==> src/rtl/frame_pixel_streamer_pkg.sv <==
// Shared types and constants for the raster pixel streamer.
// The image-size width is also used by sliding_window_unit.
package frame_pixel_streamer_pkg;

  typedef enum logic [1:0] {
    IDLE,
    STREAM,
    DRAIN,
    DONE
  } fps_state_t;

  localparam int RD_LATENCY  = 1;
  localparam int OUT_LATENCY = 2;
  localparam int IMG_SIZE_W  = 12;

endpackage

==> src/rtl/frame_pixel_streamer_if.sv <==
// Memory read port and pixel stream toward the window unit.
// master = streamer side, slave = memory/consumer side.
interface frame_pixel_streamer_if #(
  parameter int DATA_WIDTH = 8,
  parameter int ADDR_WIDTH = 16
);

  logic                  mem_rd_en_out;
  logic [ADDR_WIDTH-1:0] mem_rd_addr_out;
  logic [DATA_WIDTH-1:0] mem_rd_data_in;
  logic [DATA_WIDTH-1:0] fu_pixel_out;
  logic                  fu_pixel_valid_out;
  logic                  fu_row_last_out;
  logic                  fu_frame_last_out;

  modport master (
    output mem_rd_en_out,
    output mem_rd_addr_out,
    input  mem_rd_data_in,
    output fu_pixel_out,
    output fu_pixel_valid_out,
    output fu_row_last_out,
    output fu_frame_last_out
  );

  modport slave (
    input  mem_rd_en_out,
    input  mem_rd_addr_out,
    output mem_rd_data_in,
    input  fu_pixel_out,
    input  fu_pixel_valid_out,
    input  fu_row_last_out,
    input  fu_frame_last_out
  );

endinterface

==> src/rtl/frame_pixel_streamer_raster_counter.sv <==
// Column/row counters and linear read pointer for raster order.
// Flags describe the read being issued in the current cycle.
module raster_counter #(
  parameter int CW         = 6,
  parameter int ADDR_WIDTH = 16
) (
  input  logic                  clk,
  input  logic                  rst_n,
  input  logic                  clear,
  input  logic                  advance,
  input  logic [CW-1:0]         size,
  output logic [ADDR_WIDTH-1:0] ptr,
  output logic                  row_last,
  output logic                  frame_last
);

  logic [CW-1:0] x;
  logic [CW-1:0] y;
  logic [CW-1:0] last;

  assign last       = size - CW'(1);
  assign row_last   = (x == last);
  assign frame_last = row_last && (y == last);

  always_ff @(posedge clk or negedge rst_n) begin
    if (!rst_n) begin
      x   <= '0;
      y   <= '0;
      ptr <= '0;
    end else if (clear) begin
      x   <= '0;
      y   <= '0;
      ptr <= '0;
    end else if (advance) begin
      ptr <= ptr + 1'b1;
      if (row_last) begin
        x <= '0;
        y <= y + 1'b1;
      end else begin
        x <= x + 1'b1;
      end
    end
  end

endmodule

==> src/rtl/frame_pixel_streamer.sv <==
// Raster-order pixel source: reads an NxN frame from sync memory
// and streams it to the window unit with row/frame markers.
module frame_pixel_streamer
  import frame_pixel_streamer_pkg::*;
#(
  parameter int DATA_WIDTH    = 8,
  parameter int ADDR_WIDTH    = 16,
  parameter int MAX_IMG_WIDTH = 32
) (
  input  logic                  clk,
  input  logic                  rst_n,
  input  logic                  fu_start_in,
  input  logic [IMG_SIZE_W-1:0] fu_img_size_in,
  input  logic [ADDR_WIDTH-1:0] fu_base_addr_in,
  input  logic                  fu_hold_in,
  output logic                  fu_busy_out,
  output logic                  fu_done_out,
  frame_pixel_streamer_if.master bus
);

  localparam int CW = $clog2(MAX_IMG_WIDTH + 1);

  fps_state_t            state;
  logic [CW-1:0]         size_c;
  logic [CW-1:0]         size_q;
  logic [ADDR_WIDTH-1:0] base_q;
  logic [ADDR_WIDTH-1:0] ptr;
  logic                  drain;
  logic                  busy_q;
  logic                  done_q;
  logic                  rd_en;
  logic                  start_ok;
  logic                  row_last;
  logic                  frame_last;
  logic                  tag_q;
  logic                  row_q;
  logic                  frame_q;
  logic [DATA_WIDTH-1:0] pix_q;
  logic                  valid_q;
  logic                  rl_q;
  logic                  fl_q;

  always_comb begin
    size_c = CW'(fu_img_size_in);
    if (fu_img_size_in > IMG_SIZE_W'(MAX_IMG_WIDTH))
      size_c = CW'(MAX_IMG_WIDTH);
  end

  // Read strobe is combinational so the first read lands in cycle 1.
  assign start_ok = (state == IDLE) && fu_start_in;
  assign rd_en    = (state == STREAM) && !fu_hold_in;

  raster_counter #(
    .CW         (CW),
    .ADDR_WIDTH (ADDR_WIDTH)
  ) u_raster (
    .clk        (clk),
    .rst_n      (rst_n),
    .clear      (start_ok),
    .advance    (rd_en),
    .size       (size_q),
    .ptr        (ptr),
    .row_last   (row_last),
    .frame_last (frame_last)
  );

  always_ff @(posedge clk or negedge rst_n) begin
    if (!rst_n) begin
      state  <= IDLE;
      size_q <= '0;
      base_q <= '0;
      drain  <= 1'b0;
      busy_q <= 1'b0;
      done_q <= 1'b0;
    end else begin
      done_q <= 1'b0;
      unique case (state)
        IDLE: begin
          if (fu_start_in) begin
            size_q <= size_c;
            base_q <= fu_base_addr_in;
            busy_q <= 1'b1;
            if (size_c == '0) begin
              state  <= DONE;
              done_q <= 1'b1;
            end else begin
              state <= STREAM;
            end
          end
        end
        STREAM: begin
          if (rd_en && frame_last) begin
            state <= DRAIN;
            drain <= 1'b0;
          end
        end
        DRAIN: begin
          if (drain == 1'(OUT_LATENCY - 1)) begin
            state  <= DONE;
            done_q <= 1'b1;
          end else begin
            drain <= drain + 1'b1;
          end
        end
        DONE: begin
          state  <= IDLE;
          busy_q <= 1'b0;
        end
        default: state <= IDLE;
      endcase
    end
  end

  // Tags follow the read by one cycle, then ride with the data.
  always_ff @(posedge clk or negedge rst_n) begin
    if (!rst_n) begin
      tag_q   <= 1'b0;
      row_q   <= 1'b0;
      frame_q <= 1'b0;
      pix_q   <= '0;
      valid_q <= 1'b0;
      rl_q    <= 1'b0;
      fl_q    <= 1'b0;
    end else begin
      tag_q   <= rd_en;
      row_q   <= rd_en && row_last;
      frame_q <= rd_en && frame_last;
      valid_q <= tag_q;
      rl_q    <= row_q;
      fl_q    <= frame_q;
      if (tag_q)
        pix_q <= bus.mem_rd_data_in;
    end
  end

  assign bus.mem_rd_en_out      = rd_en;
  assign bus.mem_rd_addr_out    = base_q + ptr;
  assign bus.fu_pixel_out       = pix_q;
  assign bus.fu_pixel_valid_out = valid_q;
  assign bus.fu_row_last_out    = rl_q;
  assign bus.fu_frame_last_out  = fl_q;
  assign fu_busy_out            = busy_q;
  assign fu_done_out            = done_q;

endmodule

==> src/flat_wrapper.sv <==
// flat-port wrapper written by rule: the top's interface ports become plain ports
module frame_pixel_streamer_flat import frame_pixel_streamer_pkg::*;
#(
  parameter int DATA_WIDTH    = 8,
  parameter int ADDR_WIDTH    = 16,
  parameter int MAX_IMG_WIDTH = 32
)
  (clk, rst_n, fu_start_in, fu_img_size_in, fu_base_addr_in, fu_hold_in, fu_busy_out, fu_done_out, bus_mem_rd_en_out, bus_mem_rd_addr_out, bus_mem_rd_data_in, bus_fu_pixel_out, bus_fu_pixel_valid_out, bus_fu_row_last_out, bus_fu_frame_last_out);
  frame_pixel_streamer_if #(.DATA_WIDTH(DATA_WIDTH), .ADDR_WIDTH(ADDR_WIDTH)) bus_i ();
  input  logic clk;
  input  logic rst_n;
  input  logic fu_start_in;
  input  logic [IMG_SIZE_W-1:0] fu_img_size_in;
  input  logic [ADDR_WIDTH-1:0] fu_base_addr_in;
  input  logic fu_hold_in;
  output logic fu_busy_out;
  output logic fu_done_out;
  output wire logic [$bits(bus_i.mem_rd_en_out)-1:0] bus_mem_rd_en_out;
  output wire logic [$bits(bus_i.mem_rd_addr_out)-1:0] bus_mem_rd_addr_out;
  input wire logic [$bits(bus_i.mem_rd_data_in)-1:0] bus_mem_rd_data_in;
  output wire logic [$bits(bus_i.fu_pixel_out)-1:0] bus_fu_pixel_out;
  output wire logic [$bits(bus_i.fu_pixel_valid_out)-1:0] bus_fu_pixel_valid_out;
  output wire logic [$bits(bus_i.fu_row_last_out)-1:0] bus_fu_row_last_out;
  output wire logic [$bits(bus_i.fu_frame_last_out)-1:0] bus_fu_frame_last_out;
  assign bus_mem_rd_en_out = bus_i.mem_rd_en_out;
  assign bus_mem_rd_addr_out = bus_i.mem_rd_addr_out;
  assign bus_i.mem_rd_data_in = bus_mem_rd_data_in;
  assign bus_fu_pixel_out = bus_i.fu_pixel_out;
  assign bus_fu_pixel_valid_out = bus_i.fu_pixel_valid_out;
  assign bus_fu_row_last_out = bus_i.fu_row_last_out;
  assign bus_fu_frame_last_out = bus_i.fu_frame_last_out;
  frame_pixel_streamer #(.DATA_WIDTH(DATA_WIDTH), .ADDR_WIDTH(ADDR_WIDTH), .MAX_IMG_WIDTH(MAX_IMG_WIDTH)) u_core (.clk(clk), .rst_n(rst_n), .fu_start_in(fu_start_in), .fu_img_size_in(fu_img_size_in), .fu_base_addr_in(fu_base_addr_in), .fu_hold_in(fu_hold_in), .fu_busy_out(fu_busy_out), .fu_done_out(fu_done_out), .bus(bus_i));
endmodule
==> config.mk <==
export PLATFORM = sky130hd
export DESIGN_NAME = frame_pixel_streamer_flat
export DESIGN_NICKNAME = d
export VERILOG_FILES = /design/src/rtl/frame_pixel_streamer_pkg.sv /design/src/rtl/frame_pixel_streamer_if.sv /design/src/rtl/frame_pixel_streamer_raster_counter.sv /design/src/rtl/frame_pixel_streamer.sv /design/src/flat_wrapper.sv
export SDC_FILE = /design/constraint.sdc
export NUM_CORES = 1
export LEC_CHECK = 0
export ABC_AREA = 1
export CAP_MARGIN = 20
export CORE_MARGIN = 2
export CORE_UTILIZATION = 40
export CTS_CLUSTER_SIZE = 30
export DETAILED_ROUTE_END_ITERATION = 8
export HOLD_SLACK_MARGIN = 0.08
export PLACE_DENSITY_LB_ADDON = 0.3
export SLEW_MARGIN = 25
export SYNTH_ARGS = -nofsm -noshare
export SYNTH_HDL_FRONTEND = slang
export SYNTH_SLANG_ARGS = --single-unit
==> constraint.sdc <==
create_clock -name clk -period 4.7 [get_ports clk]
set_clock_uncertainty 0.2 [all_clocks]
set_input_delay 0.94 -clock clk [delete_from_list [all_inputs] [get_ports clk]]
set_output_delay 0.94 -clock clk [all_outputs]
set_load 0.01 [all_outputs]
Yosys cells after proc, flatten, opt, wreduce, memory -nomap -nowiden. Index checks and enable logic that the tools add are counted.

Mux-type cells: 23. Order comparisons: 1. Shifts and indexed selects: 0. Divide/modulo/power cells: 0. Multipliers: 0. Add/subtract/negate cells: 6. Bitwise logic cells: 0. Reduce and logical (&&, ||, !) cells: 17. Equality and inequality tests: 8.

Operators with widths (number): two-way mux 6 bit (7); two-way mux 16 bit (2); adder 16 x 1 -> 16 bit, second input constant (1); adder 16 bit (1); adder 6 x 1 -> 6 bit, second input constant (2); == test 6 bit (2); greater-than comparator 12 x 6 -> 1 bit, second input constant (1); two-way mux 2 bit (4); case mux 2 bit (4 select lines) (1); AND reduction 2 bit (4); nonzero test 2 bit (4); zero test 6 bit (1); two-way mux 1 bit (6); case mux 1 bit (2 select lines) (3); subtractor 6 x 1 -> 6 bit, second input constant (1); logical AND 1 bit (5); == test 2 bit, second input constant (2); != test 2 bit, second input constant (2); AND reduction 3 bit (1); == test 2 x 1 -> 1 bit, second input constant (1); zero test 2 bit (1); != test 2 x 1 -> 1 bit, second input constant (1); adder 1 bit, second input constant (1); zero test 1 bit (1).

Bits in latches: 0. Bits in read-only memories: 0. Register bits: 69. RAM bits: 0. Memories kept: 0. Input bits: 40.

Depth between registers and ports, before layout.
Depth after elaboration: 6. Mapped depth: 15. Depth with buffers taken out: 15.

Cells and area by module. A second synthesis with hierarchy kept.

Cells, all modules: 553. Area, all modules: 4307.9 um^2.

By module, submodules not included: frame_pixel_streamer (times used 1, cells an instance 307, sequential area each 1026.0 um^2, area each 2441.1 um^2); raster_counter (times used 1, cells an instance 246, sequential area each 700.7 um^2, area each 1866.8 um^2).

Worst setup path after synthesis. OpenSTA, ideal clock, no wires.

Kind: register to output. Start point: register u_core.u_raster.ptr[0]. End point: output bus_mem_rd_addr_out[14]. Cell stages (with the launch flop): 11. Required time: 3.560 ns. Arrival time: 1.918 ns. Buffers on the path: 0. Slack: 1.642 ns. Cell sequence: dfrtp_1 > ha_1 > inv_1 > fa_1 > o21ai_0 > a21o_1 > nand2_1 > nand2_1 > nand2_1 > nand3_1 > xor2_1.

Longest elaborated chain between the ends: 1.

RTL lines: start: declaration (RTL line frame_pixel_streamer_raster_counter.sv:12) `output logic [ADDR_WIDTH-1:0] ptr,`; start signal: assignment (RTL line frame_pixel_streamer_raster_counter.sv:35) `ptr <= ptr + 1'b1;`; adder 16 bit (RTL line frame_pixel_streamer.sv:137) `assign bus.mem_rd_addr_out = base_q + ptr;`; end: declaration (RTL line flat_wrapper.sv:19) `output wire logic [$bits(bus_i.mem_rd_addr_out)-1:0] bus_mem_rd_addr_out;`.

Every way passes these cells.

Final worst setup path. Same ends and word-level chain as after synthesis.

==> flow_summary.ini <==
[worst_hold_path]
worstHoldStart = u_core.frame_q
hold_class = flip-flop to flip-flop

[power_and_ir_drop]
p_leak_nw = 2.447
power_frac_seq_pct = 36.5
intPower_mw = 1.487
combPwrFrac_pct = 42.9
swShare_pct = 35.97
p_switching_uw = 835.0
p_per_area_nw_per_um2 = 461.3
total_power_mw = 2.322
ir_worst_vdd_v = 0.0002256
p_clk_share_pct = 20.6

[die]
die_width_um = 103.8
start_util_pct = 40.97
rows = 36
core_area_um2 = 9729
io_pins = 70
dieArea_um2 = 10780
die_h_um = 103.8

[yosys]
yosysWarnings = 0
synthCells = 495
ys_seq_area_share_pct = 43.31
ys_types = 38
synth-simple-area-share_pct = 25.52
synth.area.top_cells = dfrtp_1 (43%), nand2_1 (13%), ha_1 (7.2%), inv_1 (5.4%), nand3_1 (5.1%)
synth_mux_area_share_pct = 2.260
synthFlopType = dfrtp_1
yosysMostFrequentCell = nand2_1
synth_area_per_cell_um2 = 8.053
yosysTopAreaCell = dfrtp_1
synth_top_cell_area_share_pct = 43.31
synth_top_family_by_area = simple AND/OR/NAND/NOR gates
netlist_area_um2 = 3986
synth_nets = 559
synth_edf_count = 0
synth_commonest_cells = nand2_1 (134), dfrtp_1 (69), inv_1 (57)
synth-compound-area-share_pct = 10.55
synth-xor-area-share_pct = 4.394
yosys_register_bits = 69
async_reset_ff_share_pct = 100.0
synthAdderAreaFrac_pct = 7.721

[critical_path]
worstPathRequired_ns = 3.56
critPathCaptureType = primary output
slowest_delay_ns = 0.55
cp_max_fo = 5
cp_slowest_cell = clkdlybuf4s50_1
critical_path_buf_inv_count = 2
arrival_ns = 2.96
path_class = flip-flop to primary output
crit_chain = ha_1 -> inv_1 -> fa_1 -> o21ai_0 -> a21o_1 -> nand2_1 -> nand2_1 -> nand2_1 -> nand3_1 -> xor2_1 -> clkdlybuf4s50_1
crit_path_start = u_core.u_raster.ptr[0]
cp_top_family = buffers and inverters
crit_top_cell = nand2_1
r2r_start = u_core.state[0]
cp-start-kind = flip-flop

[grt]
grt_max_degree = 44
grt_usage_pct = 16.73
grt_overflow = 0
grt_pass1_vias = 3284
grt_pass1_wl_um = 14920
grt_antenna_before_repair = 0

[timing]
grt_setup_unrepaired = no
maxSlewViolCount = 0
report.final.hold_viol_count = 0
finalCritPeriodShare_pct = 87.16
finalSetupViolations = 0
fmax_mhz = 244.1
worst_slack_ns = 0.6033
worstMarginPinSlew_ns = 0.5330
relSlewSlack_pct = 64.47
tns_ns = 0
post-route-min-period_ns = 4.097

[routing]
first_pass_iters = 4
ant_nets = 0
drt_iter0_drc = 118
drt_wl_total_um = 8590
via_per_inst = 4.800
wl_per_cell_um = 12.12
remaining_drc_errors = 0
vias = 3403

[cts]
clock_sinks = 69
cts_buffers = 9
cts_resized = 0
cts_max_path_buffers = 2
path_clk_slew_ns = 0.07
post-cts-setup-buffers = 0
holdBufCountCts = 0
clock_latency_ns = 0.34
cts_tree = done
cts_max_level = 3
clock_tree.root_cell = clkbuf_8

[placement]
place_ws_ns = 0.9591
hpwl_um = 6518
gp_congestion = 0.8494
port_buffers = 69

[layout]
syn_to_final_growth_pct = 26.24
fin_util_pct = 51.72
num_antenna_cells = 0
fin_nets = 635
drive_above_1_share_pct = 6.771

[outcome]
status = finished, final reports clean

[job]
cap_violations = 0
-- power groups by stage --
stage,Sequential (mW),Clock [mW],Combinational (mW)
floorplan,0.849,0,0.569
global placement,0.854,0,0.987
detailed placement,0.858,0,1.01
CTS,0.849,0.494,1.01
global route,0.869,0.518,1.11
finish,0.848,0.478,0.996
-- worst reg2reg max path, delay by kind of cell, from the launching register on --
kind / cells / cell delay (ns)
AO/OA/AOI/OAI: 1 / 0.09
flip-flops: 1 / 0.41
AND/OR/NAND/NOR: 4 / 0.68
adder cells (fa/ha/maj): 1 / 0.21
buffers and inverters: 4 / 0.81
-- final timing paths --
check / endpoint / slack [ns] / depth (start not counted)
hold / removal: u_core.bus.fu_frame_last_out / 0.15 / 0
setup / recovery: bus_mem_rd_addr_out[14] / 0.60 / 11
hold reg to reg: u_core.bus.fu_frame_last_out / 0.15 / 0
max in group asynchronous: u_core.base_q[4] / 3.32 / 2
setup reg to reg: u_core.u_raster.x[3] / 2.22 / 10
min in group asynchronous: u_core.bus.fu_pixel_out[2] / 0.38 / 1
-- metrics by stage --
stage	instance area (um2)	instances	hold WS (ns)
global placement	4837	693	0.1344
finish	5032	709	0.1500
CTS	5030	709	0.1522
global route	5032	709	0.1545
detailed placement	4837	693	0.1355
floorplan	3986	495	0.1312
-- metal layers --
layer / wire length [um] / GRT usage [%] / up-vias
met4: 69 / 4.247 / 0
li1: - / - / 1784
met1: 4282 / 23.16 / 1556
met2: 3887 / 26.22 / 59
met5: 0 / 0 / -
met3: 351 / 4.279 / 4
-- flip-flops by register name (all words and copies together) (netlist names), 2 cells and up --
name	cells
u_core.u_raster.y	6
u_core.size_q	6
u_core.base_q	16
u_core.state	2
u_core.u_raster.x	6
u_core.u_raster.ptr	16
u_core.bus.fu_pixel_out	8
-- layout make-up --
type | instances | area (um2)
tap | 133 | 166.4
clock buffer | 12 | 145.1
multi-input combinational | 360 | 2011
fill | 949 | 4697
timing repair buffer | 73 | 718.2
sequential | 69 | 1727
inverter | 58 | 217.7
clock inverter | 4 | 47.55
-- kinds of logic (layout without fill, tap and decap cells) --
logic type                 after synthesis  after routing
buffers and inverters                   66            147
adders and majority gates               24             24
muxes                                    8              8
and+or+nand+nor                        234            234
xor gates and xnor gates                20             20
DFF                                     69             69
AOI/OAI and AO/OA                       74             74
-- cells in the final DEF (no fill, tap or decap), drive strengths merged, types with 2 or more instances in the layout --
cell type | netlist | layout
nor2 | 34 | 34
a21oi | 26 | 26
dfrtp | 69 | 69
buf | 4 | 5
o21a | 3 | 3
clkbuf | 4 | 12
inv | 58 | 58
nand2 | 135 | 135
nor3 | 8 | 8
o21ai | 26 | 26
nand4 | 8 | 8
o31ai | 2 | 2
clkdlybuf4s50 | 0 | 68
xnor2 | 5 | 5
a31oi | 3 | 3
mux2 | 8 | 8
nand3 | 44 | 44
xor2 | 15 | 15
o22ai | 6 | 6
clkinv | 0 | 2
ha | 23 | 23
o21bai | 3 | 3
No activity file was read; power rests on OpenSTA's default activity.
